**config.mk**
```make
export PLATFORM = sky130hd
export DESIGN_NAME = sensor_frame_packer
export DESIGN_NICKNAME = d
export VERILOG_FILES = /design/src/rtl/sensor_frame_packer.sv
export SDC_FILE = /design/constraint.sdc
export NUM_CORES = 1
export LEC_CHECK = 0
export BUFFER_PORTS_ARGS = -buffer_cell sky130_fd_sc_hd__buf_4
export CORE_MARGIN = 2
export CORE_UTILIZATION = 30
export CTS_CLUSTER_SIZE = 8
export DETAILED_ROUTE_END_ITERATION = 8
export PLACE_DENSITY = 0.44
export SLEW_MARGIN = 20
export SYNTH_ARGS = -nofsm -noshare
export SYNTH_HDL_FRONTEND = slang
export SYNTH_SLANG_ARGS = --single-unit
```
**constraint.sdc**
```tcl
create_clock -name clk -period 4.5 [get_ports clk]
set_clock_uncertainty 0.05 [all_clocks]
set_input_delay 0 -clock clk [delete_from_list [all_inputs] [get_ports clk]]
set_output_delay 0 -clock clk [all_outputs]
set_load 0.02 [all_outputs]
```
**src/rtl/sensor_frame_packer.sv**
```systemverilog
// sensor_frame_packer: double-buffered channel snapshot serialised as framed valid/ready bytes
module sensor_frame_packer #(
    parameter int          NUM_CH    = 7,
    parameter int          CH_W      = 16,
    parameter logic [7:0]  SYNC_BYTE = 8'hA5,
    parameter int          PAD_BYTES = 2,
    parameter int          CSUM_EN   = 1
) (
    input  logic                   clk,
    input  logic                   rst_n,
    input  logic [NUM_CH*CH_W-1:0] ch_data,
    input  logic                   snap_req,
    output logic [7:0]             m_data,
    output logic                   m_valid,
    input  logic                   m_ready,
    output logic                   m_sof,
    output logic                   m_eof,
    output logic [7:0]             frame_cnt,
    output logic                   overrun
);
    localparam int BPC       = CH_W / 8;
    localparam int DB        = NUM_CH * BPC;
    localparam int FRAME_LEN = 2 + DB + PAD_BYTES + CSUM_EN;
    localparam int IW        = $clog2(FRAME_LEN + 1);
    localparam logic [IW-1:0] LAST = IW'(FRAME_LEN - 1);
    localparam logic [IW-1:0] DEND = IW'(2 + DB);

    typedef enum logic {IDLE, SEND} state_t;
    state_t state, state_nx;

    logic [NUM_CH*CH_W-1:0] act_data, pend_data;
    logic [7:0]             act_seq, pend_seq, csum, data_byte;
    logic                   pend_valid, hs, rel, act_free, pend_free, to_act, to_pend;
    logic [IW-1:0]          idx;

    assign hs        = m_valid && m_ready;
    assign rel       = hs && m_eof;
    // ACTIVE can take a capture directly only when nothing is queued ahead of it
    assign act_free  = state == IDLE || (rel && !pend_valid);
    assign pend_free = !pend_valid || rel;
    assign to_act    = snap_req && act_free;
    assign to_pend   = snap_req && !act_free && pend_free;
    assign data_byte = 8'(act_data >> {idx - IW'(2), 3'b000});

    always_ff @(posedge clk or negedge rst_n) begin
        if (!rst_n) state <= IDLE;
        else        state <= state_nx;
    end

    always_comb begin
        state_nx = (to_act || (rel && pend_valid)) ? SEND : rel ? IDLE : state;
    end

    always_comb begin
        m_valid = state == SEND;
        m_sof   = m_valid && idx == '0;
        m_eof   = m_valid && idx == LAST;
        m_data  = !m_valid                          ? 8'h00 :
                  idx == '0                         ? SYNC_BYTE :
                  idx == IW'(1)                     ? act_seq :
                  idx < DEND                        ? data_byte :
                  (CSUM_EN != 0 && idx == LAST)     ? csum : 8'h00;
    end

    always_ff @(posedge clk or negedge rst_n) begin
        if (!rst_n) begin
            act_data   <= '0;
            act_seq    <= '0;
            pend_data  <= '0;
            pend_seq   <= '0;
            pend_valid <= 1'b0;
            idx        <= '0;
            csum       <= '0;
            frame_cnt  <= '0;
            overrun    <= 1'b0;
        end else begin
            if (to_act) begin
                act_data <= ch_data;
                act_seq  <= frame_cnt;
            end else if (rel && pend_valid) begin
                act_data <= pend_data;
                act_seq  <= pend_seq;
            end
            if (to_pend) begin
                pend_data  <= ch_data;
                pend_seq   <= frame_cnt;
                pend_valid <= 1'b1;
            end else if (rel) begin
                pend_valid <= 1'b0;
            end
            if (hs) begin
                idx  <= rel ? '0 : idx + IW'(1);
                csum <= rel ? 8'h00 : csum + m_data;
            end
            frame_cnt <= frame_cnt + 8'(to_act || to_pend);
            overrun   <= snap_req && !to_act && !to_pend;
        end
    end
endmodule

```
==> results by group <==
Critical path
  • Worst path arrival time: 4.09 ns
  • Crit Path Max Fanout: 11
  • Biggest cell delay along the critical path: 0.48 ns
  • R2r worst-path depth: 15
  • Critical Path End Type: flop
  • Worst EP required: 4.86 ns
  • RR Startpoint: idx[2]
  • Type of origin of the critical path: flop
  • R2r setup slk: 0.76 ns
  • Top cell by count, worst path: a21o_1
  • Slowest cell on the critical path: ha_1
  • CP startpoint: idx[2]
  • Reg-to-Reg End: csum[6]
  • Crit-path cells: inv_1, ha_1, buf_4, nand2b_1, o21ai_0, o211ai_1, a31oi_1, ha_1, fa_1, a21o_1, a21o_1, a21o_1, a21oi_1, xor2_1, o31ai_1
  • CP Class: reg2reg

Power
  • Switching share of total power: 32.7%
  • Int Power: 6500 uW
  • Register share of total power: 42.8%
  • P_sw: 3160 uW
  • Leakage: 0.00736 uW
  • Clock power frac: 26.3%
  • Pwr Density: 617 nW/um2
  • Worst vdd ir: 0.299 mV
  • Combinational Power Share: 30.9%

Route
  • Final wirelength: 34200 um
  • 1st-iter DRT viols: 464
  • Vias: 8695
  • Routed length per instance: 19.2 um
  • Via density: 4.88
  • DR pass1 iterations: 5
  • Number of remaining DRC errors: 0
  • ANT nets after route: 0

Logic synthesis
  • Average size of a mapped cell: 11.8 um2
  • Synth Cell Area: 12000 um2
  • Synthesis-stage register bit count: 264
  • Net Count, Synth: 1146
  • Top FF cell, synth: dfrtp_1
  • Seq/Total Area, Yosys: 55.2%
  • Post-synthesis instance total: 1014
  • Synth area leaders: dfrtp_1 (55%), nand2_1 (8.5%), mux2_1 (8.4%), a22oi_1 (7.8%), mux4_2 (5.3%)
  • Post-synth EDFFs: 0
  • Top-area cell type share of the netlist area: 55.2%
  • Area leader, netlist: dfrtp_1
  • Yosys warnings: 0
  • Post-synthesis cell type count: 48
  • Post-synth ARST share: 100%

Placement
  • Gpl congestion: 0.826
  • Place WS: 0.752 ns
  • Post-DP HPWL: 22200 um
  • Port Buffers: 135
  • Post-DP Area: 13400 um2
  • Placed Cells: 1621

Final layout
  • Final cell count without fillers: 1783
  • Filler Cell Count: 3864
  • Fin nets: 1386
  • Area of the multi-input gates: 4950 um2
  • # diodes: 0
  • Commonest non-fill, non-tap cell in the layout: nand2_1
  • Area Growth Syn to Fin: 30.8%
  • Final instance area: 15700 um2
  • Sequential Area: 6610 um2
  • Commonest non-fill, non-tap cells in the layout: nand2_1 (272), dfrtp_1 (263), buf_4 (143), a22oi_1 (125), dlygate4sd3_1 (116)
  • Share of cells above drive strength 1: 21.2%

CTS
  • CTS max path bufs: 3
  • Num CTS Buffers: 39
  • Postcts setup bufs: 0
  • Post_cts resized: 0
  • Clk_lat worst skew: 0.52 ns
  • Root Buffer Master: clkbuf_16
  • CTS tree: done
  • H-tree depth: 2
  • CTS clk-pin slew, worst paths: 0.05 ns
  • CTS Sinks: 264

Global route
  • Number of global-route vias before repair: 9035
  • Largest net degree at the start of global routing: 162
  • GRT Resource Usage Total: 16.8%
  • Gr ovfl total: 0
  • First-pass GRT wire length: 53900 um
  • Antenna violations before repair: 0

Timing
  • Worst Max-Slew Pin Slew: 0.962 ns
  • Maximum clock rate: 0.268 GHz
  • TNS Setup: 0 ns
  • Final WS setup: 0.765 ns
  • Minimum clock period after layout: 3.74 ns
  • Relative max-transition margin: 35.8%
  • Final Hold Viols: 0
  • Setup violators final: 0
  • WHS: 0.201 ns
  • Ratio of final minimum period to clock period: 83.0%
  • Count of pins over their slew limit: 0
  • RSZ-0062 raised after global routing: no

Worst hold path
  • Hold crit path type: in2reg
  • Worst Hold Path EP: pend_data[77]
  • WHS Path Cells: 3
  • Hold Crit Start: ch_data[77]

Die
  • Initial Util: 30.3%
  • Io pins: 136
  • Core Area: 39500 um2
  • Die W: 204 um
  • Chip Height: 204 um
  • # rows: 73
  • DIE AREA: 41500 um2

Run
  • Maxcap violations: 0

Run status
  • Outcome: completed
[state kept, by name (all words and copies together) (netlist names), 5 cells and up]
signal,count
frame_cnt,8
pend_seq,8
act_data,112
act_seq,8
csum,8
idx,5
pend_data,112
[area by class of cell]
cell class                      instances  share of cell area, %
Clock buffer                           42                   6.31
Clock inverter                          3                  0.264
Inverter                                6                  0.144
Multi-Input combinational cell        676                   31.6
Sequential cell                       264                   42.2
Tap cell                              525                   4.20
Timing Repair Buffer                  267                   15.3
[stage by stage]
step | total power, uW | util (%)
2_1_floorplan | 6000 | -
6_report | 9660 | 39.6
3_3_place_gp | 7050 | 34.0
4_1_cts | 9800 | 39.6
3_5_place_dp | 7110 | 34.0
5_1_grt | 10400 | 39.6
[cells in the mapped netlist, types with 3 or more instances]
| cell type | number |
|---|---|
| nand3_1 | 11 |
| buf_1 | 4 |
| a22oi_1 | 125 |
| a21oi_1 | 5 |
| a21o_1 | 5 |
| mux2i_1 | 8 |
| o21ai_0 | 11 |
| xnor2_1 | 7 |
| nor2_1 | 14 |
| inv_1 | 5 |
| xor2_1 | 5 |
| o31ai_1 | 3 |
| clkbuf_1 | 18 |
| a211oi_1 | 4 |
| nor3_1 | 4 |
| mux2_2 | 34 |
| ha_1 | 15 |
| buf_6 | 12 |
| mux4_2 | 28 |
| nand2_1 | 272 |
| a31oi_1 | 4 |
| buf_4 | 12 |
| o211ai_1 | 5 |
| buf_2 | 22 |
| mux2_1 | 89 |
| dfrtp_1 | 264 |
[power groups by stage]
stage	sequential [uW]	clock, uW	combinational [uW]
floorplan	3900	0	2100
global route	4270	2730	3350
detailed placement	4170	0	2940
CTS	4140	2620	3040
global placement	4170	0	2890
finish	4130	2540	2990
[critical path, delay by kind of cell (launching register included)]
kind | cells | cell delay (ns)
XOR/XNOR | 1 | 0.08
flip-flops | 1 | 0.46
adder cells (fa/ha/maj) | 3 | 1.13
buffers and inverters | 2 | 0.32
AND/OR/NAND/NOR | 1 | 0.14
AO/OA/AOI/OAI | 8 | 1.44
[timing repair]
item                                    CTS  global route
endpoints found under the setup margin    0             0
hold buffers                            117             0
hold endpoints to repair                433             0
[logic make-up (layout without fill, tap and decap cells)]
family,count (synthesis),in the layout,synth area share [%]
simple gates,317,317,10.5
compound gates,172,172,10.5
xor+xnor,12,12,0.878
flops,264,264,55.2
mux,159,159,17.5
fa+ha+maj,16,16,1.74
buf+inv,74,318,3.68
[worst max-delay path by stage]
stage / slack, ns / end
2_1_floorplan: 0.55 / csum[7]
3_3_place_gp: 0.84 / csum[6]
3_5_place_dp: 0.75 / csum[6]
4_1_cts: 0.75 / csum[6]
5_1_grt: 0.46 / csum[6]
6_report: 0.76 / csum[6]
[routing by layer]
metal / global-route usage [%] / wire, um / vias up
li1: - / - / 4066
met4: 4.20 / 700 / 0
met1: 23.6 / 16100 / 4428
met5: 0 / 0 / -
met2: 27.3 / 16300 / 156
met3: 2.33 / 1080 / 45
Note: power is estimated with default switching activity, not from simulation.
